**config.mk**
```make
export PLATFORM = sky130hd
export DESIGN_NAME = uart_debug_tx
export DESIGN_NICKNAME = d
export VERILOG_FILES = /design/src/rtl/uart_debug_pkg.sv /design/src/rtl/uart_debug_tx.sv
export SDC_FILE = /design/constraint.sdc
export NUM_CORES = 1
export LEC_CHECK = 0
export BUFFER_PORTS_ARGS = -buffer_cell sky130_fd_sc_hd__buf_2
export CAP_MARGIN = 30
export CORE_ASPECT_RATIO = 1.2
export CORE_UTILIZATION = 50
export CTS_BUF_LIST = sky130_fd_sc_hd__clkbuf_16
export DETAILED_ROUTE_END_ITERATION = 8
export PLACE_DENSITY = 0.69
export SLEW_MARGIN = 20
export SYNTH_ARGS = -nofsm -noshare
export SYNTH_HDL_FRONTEND = slang
export SYNTH_SLANG_ARGS = --single-unit
```
**constraint.sdc**
```tcl
create_clock -name ref_clk -period 3.73 [get_ports ref_clk]
set_clock_uncertainty 0.05 [all_clocks]
set_input_delay 0.5595 -clock ref_clk [delete_from_list [all_inputs] [get_ports ref_clk]]
set_output_delay 0.5595 -clock ref_clk [all_outputs]
set_load 0.02 [all_outputs]
```
**src/rtl/uart_debug_pkg.sv**
```systemverilog
// Shared constants for the debug UART transmitter: one-hot FSM encoding,
// idle line level and bit-counter width.
package uart_debug_pkg;

    localparam int unsigned ST_W  = 5;
    localparam int unsigned CNT_W = 3;

    typedef logic [ST_W-1:0] state_t;

    localparam state_t ST_IDLE   = 5'b00001;
    localparam state_t ST_START  = 5'b00010;
    localparam state_t ST_DATA   = 5'b00100;
    localparam state_t ST_PARITY = 5'b01000;
    localparam state_t ST_STOP   = 5'b10000;

    localparam logic IDLE_LEVEL = 1'b1;

endpackage

```
**src/rtl/uart_debug_tx.sv**
```systemverilog
// Debug UART transmitter: one-entry holding register feeding a shifter that
// advances one bit per baud_en. Parity stage compiled in with UART_DEBUG_PARITY_EN.
module uart_debug_tx
    import uart_debug_pkg::*;
#(
    parameter int unsigned DATA_W     = 8,
    parameter int unsigned STOP_BITS  = 1,
    parameter int unsigned PARITY_ODD = 0
) (
    input  logic              ref_clk,
    input  logic              rst_n,
    input  logic              baud_en,
    input  logic [DATA_W-1:0] tx_data,
    input  logic              tx_valid,
    output logic              tx_ready,
    output logic              txd,
    output logic              tx_busy
);

    if (DATA_W < 5 || DATA_W > 8 || STOP_BITS < 1 || STOP_BITS > 2 || PARITY_ODD > 1)
    begin : g_param_check
        $error("uart_debug_tx: unsupported parameter combination");
    end

    state_t            state_q, state_d;
    logic [DATA_W-1:0] hold_q, hold_d;
    logic [DATA_W-1:0] shift_q, shift_d;
    logic              hold_full_q, hold_full_d;
    logic [CNT_W-1:0]  cnt_q, cnt_d;
    logic              txd_d, tx_ready_d, tx_busy_d;
    logic              xfer, load, data_last, stop_last;
`ifdef UART_DEBUG_PARITY_EN
    logic              par_q, par_d;
`endif

    assign xfer      = tx_valid & tx_ready;
    assign data_last = (cnt_q == CNT_W'(DATA_W - 1));
    assign stop_last = (cnt_q == CNT_W'(STOP_BITS - 1));

    // State register
    always_ff @(posedge ref_clk or negedge rst_n) begin
        if (!rst_n) begin
            state_q <= ST_IDLE;
        end else begin
            state_q <= state_d;
        end
    end

    // Next-state logic; every transition is gated by baud_en
    always_comb begin
        state_d = state_q;
        if (baud_en) begin
            case (state_q)
                ST_IDLE:   if (hold_full_q) state_d = ST_START;
                ST_START:  state_d = ST_DATA;
`ifdef UART_DEBUG_PARITY_EN
                ST_DATA:   if (data_last) state_d = ST_PARITY;
                ST_PARITY: state_d = ST_STOP;
`else
                ST_DATA:   if (data_last) state_d = ST_STOP;
`endif
                ST_STOP:   if (stop_last) state_d = hold_full_q ? ST_START : ST_IDLE;
                default:   state_d = ST_IDLE;
            endcase
        end
    end

    // Datapath and output next values
    always_comb begin
        txd_d   = txd;
        shift_d = shift_q;
        cnt_d   = cnt_q;
        load    = 1'b0;
`ifdef UART_DEBUG_PARITY_EN
        par_d   = par_q;
`endif
        if (baud_en) begin
            case (state_q)
                ST_IDLE: begin
                    if (hold_full_q) begin
                        load  = 1'b1;
                        txd_d = 1'b0;
                    end
                end
                ST_START: begin
                    txd_d   = shift_q[0];
                    shift_d = {1'b0, shift_q[DATA_W-1:1]};
                    cnt_d   = '0;
                end
                ST_DATA: begin
                    if (!data_last) begin
                        txd_d   = shift_q[0];
                        shift_d = {1'b0, shift_q[DATA_W-1:1]};
                        cnt_d   = cnt_q + CNT_W'(1);
                    end else begin
`ifdef UART_DEBUG_PARITY_EN
                        txd_d = par_q;
`else
                        txd_d = IDLE_LEVEL;
`endif
                        cnt_d = '0;
                    end
                end
`ifdef UART_DEBUG_PARITY_EN
                ST_PARITY: begin
                    txd_d = IDLE_LEVEL;
                    cnt_d = '0;
                end
`endif
                ST_STOP: begin
                    if (stop_last) begin
                        cnt_d = '0;
                        if (hold_full_q) begin
                            load  = 1'b1;
                            txd_d = 1'b0;
                        end else begin
                            txd_d = IDLE_LEVEL;
                        end
                    end else begin
                        cnt_d = cnt_q + CNT_W'(1);
                    end
                end
                default: begin
                    txd_d = IDLE_LEVEL;
                    cnt_d = '0;
                end
            endcase
        end

        if (load) begin
            shift_d = hold_q;
`ifdef UART_DEBUG_PARITY_EN
            par_d   = (^hold_q) ^ 1'(PARITY_ODD);
`endif
        end

        // A load and a new transfer may share an edge; the new byte refills the holder
        hold_full_d = (hold_full_q & ~load) | xfer;
        hold_d      = xfer ? tx_data : hold_q;
        tx_ready_d  = ~hold_full_d;
        tx_busy_d   = (state_d != ST_IDLE) | hold_full_d;
    end

    // Datapath and registered outputs
    always_ff @(posedge ref_clk or negedge rst_n) begin
        if (!rst_n) begin
            hold_q      <= '0;
            hold_full_q <= 1'b0;
            shift_q     <= '0;
            cnt_q       <= '0;
            txd         <= IDLE_LEVEL;
            tx_ready    <= 1'b1;
            tx_busy     <= 1'b0;
`ifdef UART_DEBUG_PARITY_EN
            par_q       <= 1'b0;
`endif
        end else begin
            hold_q      <= hold_d;
            hold_full_q <= hold_full_d;
            shift_q     <= shift_d;
            cnt_q       <= cnt_d;
            txd         <= txd_d;
            tx_ready    <= tx_ready_d;
            tx_busy     <= tx_busy_d;
`ifdef UART_DEBUG_PARITY_EN
            par_q       <= par_d;
`endif
        end
    end

endmodule

```
# Word-level counts from Yosys, hierarchy flattened
# Cells that the tools add are included.
[word_totals] input_bits=12 ff_bits=28 wordCells=53 out_inout_bits=3
[op_classes] mux=22 n_addsub=1 n_eq_ne=9 n_reduce_logical=6 bitwise_logic=7
[op_table] operator="two-way mux 8 bit" n=3
[op_table] operator="two-way mux 5 bit" n=4
[op_table] operator="case mux 5 bit (4 select lines)" n=1
[op_table] operator="case mux 8 bit (2 select lines)" n=1
[op_table] operator="case mux 3 bit (3 select lines)" n=1
[op_table] operator="two-way mux 1 bit" n=7
[op_table] operator="two-way mux 3 bit" n=2
[op_table] operator="AND reduction 3 bit" n=2
[op_table] operator="equality test 5 x 1 -> 1 bit (second input constant)" n=1
[op_table] operator="equality test 5 x 2 -> 1 bit (second input constant)" n=1
[op_table] operator="equality test 5 x 3 -> 1 bit (second input constant)" n=1
[op_table] operator="equality test 5 bit (second input constant)" n=1
[op_table] operator="inequality test 5 x 1 -> 1 bit (second input constant)" n=1
[op_table] operator="inequality test 2 bit (second input constant)" n=2
[op_table] operator="case mux 1 bit (4 select lines)" n=1
[op_table] operator="adder 3 x 1 -> 3 bit (second input constant)" n=1
[op_table] operator="equality test 3 bit (second input constant)" n=1
[op_table] operator="zero test 3 bit" n=1
[op_table] operator="inequality test 3 bit (second input constant)" n=1
[op_table] operator="NOT 1 bit" n=3
[op_table] operator="nonzero test 3 bit" n=1
[op_table] operator="bitwise AND 1 bit" n=2
[op_table] operator="two-way mux 2 bit" n=1
[op_table] operator="OR 1 bit" n=2
[op_table] operator="other kinds (3)" n=3

# Longest topological paths before layout
[depth] depth_word=8 ltp_mapped=6 mapped_depth_nobuf=6

# Least setup slack after synthesis
# No wires, ideal clock.
[synth_timing] path_type="reg2reg" start="register cnt_q[0]" end="register shift_q[0]" t_arrival_ns=1.796 setup_ns=0.125 synth_period_minus_slack_ns=1.970 path_slack_ns=1.760 path_buffers=0 path_stages_with_launch=7 cell_sequence="dfrtp_1 -> ha_1 -> ha_1 -> nor3b_1 -> o211ai_2 -> mux2_2 -> mux2_2"
[synth_between] elab_chain_len=6
[synth_lines] item="start, declared" line="uart_debug_tx.sv:29" text="logic [CNT_W-1:0] cnt_q, cnt_d;"
[synth_lines] item="start signal, assigned" line="uart_debug_tx.sv:161" text="cnt_q <= cnt_d;"
[synth_lines] item="zero test 3 bit" line="uart_debug_tx.sv:38" text="assign stop_last = (cnt_q == CNT_W'(STOP_BITS - 1));"
[synth_lines] item="two-way mux 1 bit" line="uart_debug_tx.sv:111" text="if (stop_last) begin"
[synth_lines] item="case mux 1 bit (2 select lines)" line="uart_debug_tx.sv:78" text="case (state_q)"
[synth_lines] item="two-way mux 1 bit" line="uart_debug_tx.sv:77" text="if (baud_en) begin"
[synth_lines] item="inequality test 3 bit (no source line), or another cell as far along"
[synth_lines] item="AND reduction 3 bit (no source line)"
[synth_lines] item="end signal, assigned" line="uart_debug_tx.sv:160" text="shift_q <= shift_d;"
[synth_lines] item="end, declared" line="uart_debug_tx.sv:27" text="logic [DATA_W-1:0] shift_q, shift_d;"
# Several ways; a longest one is shown, not always the timed one.
# A chain may end at the register's enable or synchronous reset.

# Worst setup path in the final report
[layout_timing] start="register cnt_q[0]" end="register shift_q[5]"
# The elaborated chain is that of the path after synthesis.

==> results <==
- The run finished with clean final reports.
- TritonCTS created 3 clock buffers.
- The layout-stage area growth over the synthesis result is 10.4%.
- Summed over all nets, the switching power comes to 0.000395 W.
- The final weighted congestion of routability-driven global placement is 0.904.
- The final worst hold slack is 253 ps.
- The library cell used most frequently in the layout, excluding fill and tap cells, is sky130_fd_sc_hd__dfrtp_1.
- Sequential cells burn 45.2% of the power.
- The share of power burned in combinational logic is 35.4%.
- The fraction of power spent switching nets is 32.6%.
- The share of the Yosys chip area taken by registers is 47.4%.
- For this block, wires on met1 add up to 1080 um.
- Along the worst path, the maximum fanout reaches 8.
- Once the floorplan was initialized, standard cells occupied 52.9% of the core.
- The routed design has 2460 um of wire.
- In this run, the clock network consumes 19.3% of the power.
- The length in cells of the worst reg-to-reg path is 6.
- Synthesis inferred 28 register bits.
- The first global-routing pass estimated 4290 um of wire.
- The final critical path takes up 56.1% of the cycle.
- The slowest stage cell on the critical path is sky130_fd_sc_hd__dfrtp_1.
- The HPWL after detailed placement is 1800 um.
- The net count of the finished layout is 161.
- The endpoint of the worst-slack reg-to-reg timing path is shift_q[5]$_DFFE_PN0P_.
- For flop-to-flop paths, the worst setup slack is 1640 ps.
- TritonCTS built the clock tree.
- The floorplan core area is 0.00281 mm^2.
- For the worst setup path, the data arrival time is 2190 ps.
- Dividing the synthesized area by the synthesized cell count gives 11.3 um^2.
- The remaining antenna violation count is 0.
- The worst setup path is of the reg2reg kind.
- The filler cells instantiated in the layout total 230.
- The die is 51.8 um wide.
- The final number of setup-violating endpoints is 0.
- The number of levels in the clock H-tree is 1.
- The largest area contributor in the synthesized netlist is sky130_fd_sc_hd__dfrtp_1.
- The internal portion of the total power is 0.000820 W.
- The final count of pins violating max slew is 0.
- The final period demand of the worst path is 2090 ps.
- The number of antenna violations at the first check in global routing is 0.
- Yosys attributes the largest share of cell area to sky130_fd_sc_hd__dfrtp_1, sky130_fd_sc_hd__mux2_2, sky130_fd_sc_hd__dfstp_2.
- The number of port buffers is 14.
- The async set-reset flop share out of synthesis is 100%.
- Traced cell by cell, the critical path runs through ha_1, ha_1, nor3b_1, o211ai_2, mux2_2, mux2_2.
- In this run the tightest slew margin relative to its limit is 60.4%.
- Across the run, the number of max-cap violations was 0.
- The number of setup buffers added after CTS is 0.
- In this run the biggest area consumer among cell types represents 42.1% of the synthesized area.
- After the flow finishes, the layout carries non-filler instances totaling 179.
- Entering global routing, the biggest net connects 29 pins.
- The number of library cell types mapped by synthesis is 38.
- In the routed design, unresolved DRC markers number 0.
- The top-level I/O count is 15.
- The total track usage is 18.0%.
- The clock passes through at most 2 buffers.
- The total power after layout is 0.00122 W.
- After technology mapping, the gate count stands at 132.
- The number of search-and-repair iterations in the first detailed-routing pass is 6.
- The total via count after detailed routing is 1,018.
- The element type at the critical path start is a flip-flop.
- The met3 routed wirelength is 85 um.
- The class of the tightest hold or removal check is in2async.
- The maximum ir drop on the vdd rail is 0.000536 V.
- The total power per unit cell area is 740 mW/mm^2.
- In this run, the number of DRC markers left after iteration 0 of detailed routing was 20.
- The count of synthesis-stage warnings from yosys is 0.
- The clock sink count is 28.
- The cell sitting at the root of the clock tree is a sky130_fd_sc_hd__clkbuf_16.
- The average via count per standard cell is 5.69.
- The post-cts repair resize count is 0.
- The length of routed met2 wiring is 1250 um.
- Setup repair after global routing left no endpoint under its margin.
- The overall die area is 0.00320 mm^2.
- The summed negative setup slack over all endpoints is 0 ps.
- Derived from the worst setup path, the maximum achievable clock frequency is 478 MHz.
- STA puts the critical path data required time at 3820 ps.
- The synthesized design contains 0 enable-type register cells.
- The fraction of the core area covered by cells at the end of the flow is 58.4%.
- In the final layout, the share of cells above drive strength 1 is 32.4%.
- The total count of hold-check failures in the final report is 0.
- The number of nets handed over by synthesis was 147.
- For the pin with the worst max-slew slack, the measured transition is 594 ps.
- The predominant post-synthesis flop cell is sky130_fd_sc_hd__dfrtp_1.
- In this design, the stage delay of the slowest critical-path cell is 400 ps.
- The number of rows in the core area is 21.
- The nature of the critical path endpoint is a flip-flop.
- For this design the static power due to leakage is 0.730 nW.
- For this design, the CTS-stage hold fixing added 0 buffers.
- The routed length per instance is 13.7 um.
- The number of global-route vias before repair is 1,032.
- The library cells used most frequently in the layout, excluding fill and tap cells, are sky130_fd_sc_hd__dfrtp_1, sky130_fd_sc_hd__mux2_2, sky130_fd_sc_hd__o21ai_0, sky130_fd_sc_hd__buf_2, sky130_fd_sc_hd__nor2_1.
- After clock tree synthesis, the clock-pin slew on the worst setup and hold paths is 60 ps.
- Summed over all layers, the global routing overflow is 0.
- The cell total after placement is 175.
- The cell area that synthesis handed to floorplanning was 0.00149 mm^2.
- The floorplan step set the die height to 61.7 um.
- The critical register-to-register path startpoint is cnt_q[0]$_DFFE_PN0P_.
- The count of antenna diodes in the layout is 0.
- At the later pin of the worst-skew pair, clock insertion delay measures 250 ps.
- Routed signal wires occupy layers up through met4.
worst max-delay path: cells and delay by family, from the launching register on:
kind / cells / cell delay, ps
multiplexers: 2 / 600
AO/OA/AOI/OAI: 1 / 240
AND/OR/NAND/NOR: 1 / 280
flip-flops: 1 / 400
adder cells (fa/ha/maj): 2 / 420
per-stage QoR:
step	instance area, um^2	setup slack, ps
2_1_floorplan	1490	1760
6_report	1640	1640
3_5_place_dp	1560	1630
3_3_place_gp	1560	1670
4_1_cts	1640	1620
5_1_grt	1640	1470
how the worst max path moves through the flow:
stage               slack (ps)                endpoint  cells past startpoint                  from
detailed placement        1630  shift_q[5]$_DFFE_PN0P_                      6  cnt_q[0]$_DFFE_PN0P_
CTS                       1620  shift_q[3]$_DFFE_PN0P_                      6  cnt_q[0]$_DFFE_PN0P_
floorplan                 1760  shift_q[0]$_DFFE_PN0P_                      6  cnt_q[0]$_DFFE_PN0P_
finish                    1640  shift_q[5]$_DFFE_PN0P_                      6  cnt_q[0]$_DFFE_PN0P_
global route              1470  shift_q[0]$_DFFE_PN0P_                      6  cnt_q[0]$_DFFE_PN0P_
global placement          1670  shift_q[1]$_DFFE_PN0P_                      6  cnt_q[0]$_DFFE_PN0P_
power groups by stage:
stage / Combinational, W / Sequential, W / Clock (W)
after floorplan: 0.000383 / 0.000518 / 0
after global placement: 0.000425 / 0.000550 / 0
after detailed placement: 0.000432 / 0.000555 / 0
after CTS: 0.000434 / 0.000549 / 0.000244
after global routing: 0.000481 / 0.000567 / 0.000255
final: 0.000431 / 0.000549 / 0.000235
cell families after synthesis:
logic type,after synthesis,synth area share [%]
and+or+nand+nor,41,17.2
DFF,28,47.4
AOI/OAI and AO/OA,25,11.0
muxes,23,17.3
buffers and inverters,11,3.96
adders and majority gates,3,2.53
xor gates and xnor gates,1,0.589
cells in the mapped netlist (2+ instances only):
cell and count:
sky130_fd_sc_hd__dfrtp_1 25, sky130_fd_sc_hd__mux2_2 22, sky130_fd_sc_hd__o21ai_0 14, sky130_fd_sc_hd__nor2_1 8, sky130_fd_sc_hd__inv_1 6, sky130_fd_sc_hd__nand2_1 6, sky130_fd_sc_hd__nor2b_1 4, sky130_fd_sc_hd__dfstp_2 3
sky130_fd_sc_hd__ha_1 3, sky130_fd_sc_hd__nand2b_1 3, sky130_fd_sc_hd__nor3b_1 3, sky130_fd_sc_hd__nor4b_1 3, sky130_fd_sc_hd__a21oi_1 2, sky130_fd_sc_hd__buf_2 2, sky130_fd_sc_hd__buf_6 2, sky130_fd_sc_hd__nand3_1 2
sky130_fd_sc_hd__nor3_1 2, sky130_fd_sc_hd__o211ai_2 2
routing by layer:
metal / vias up / track usage, %
li1: 498 / -
met1: 487 / 21.5
met2: 27 / 32.3
met3: 6 / 2.43
met4: 0 / 8.49
met5: - / 0
layout make-up:
type / count / area, um^2 / share of cell area, %
repair buffers: 14 / 70.1 / 4.27
inverters: 6 / 22.5 / 1.37
multi-input cells: 93 / 723 / 44.1
flip-flops and latches: 28 / 704 / 42.9
well taps: 34 / 42.5 / 2.59
clock inverters: 1 / 3.75 / 0.229
clock buffers: 3 / 75.1 / 4.57
state kept, by name (all words and copies together), names as in the netlist:
register and flops:
cnt_q 3, tx_ready 1, hold_full_q 1, hold_q 8, txd 1, shift_q 8, tx_busy 1, state_q 5
Power figures use the tool's default switching activity.
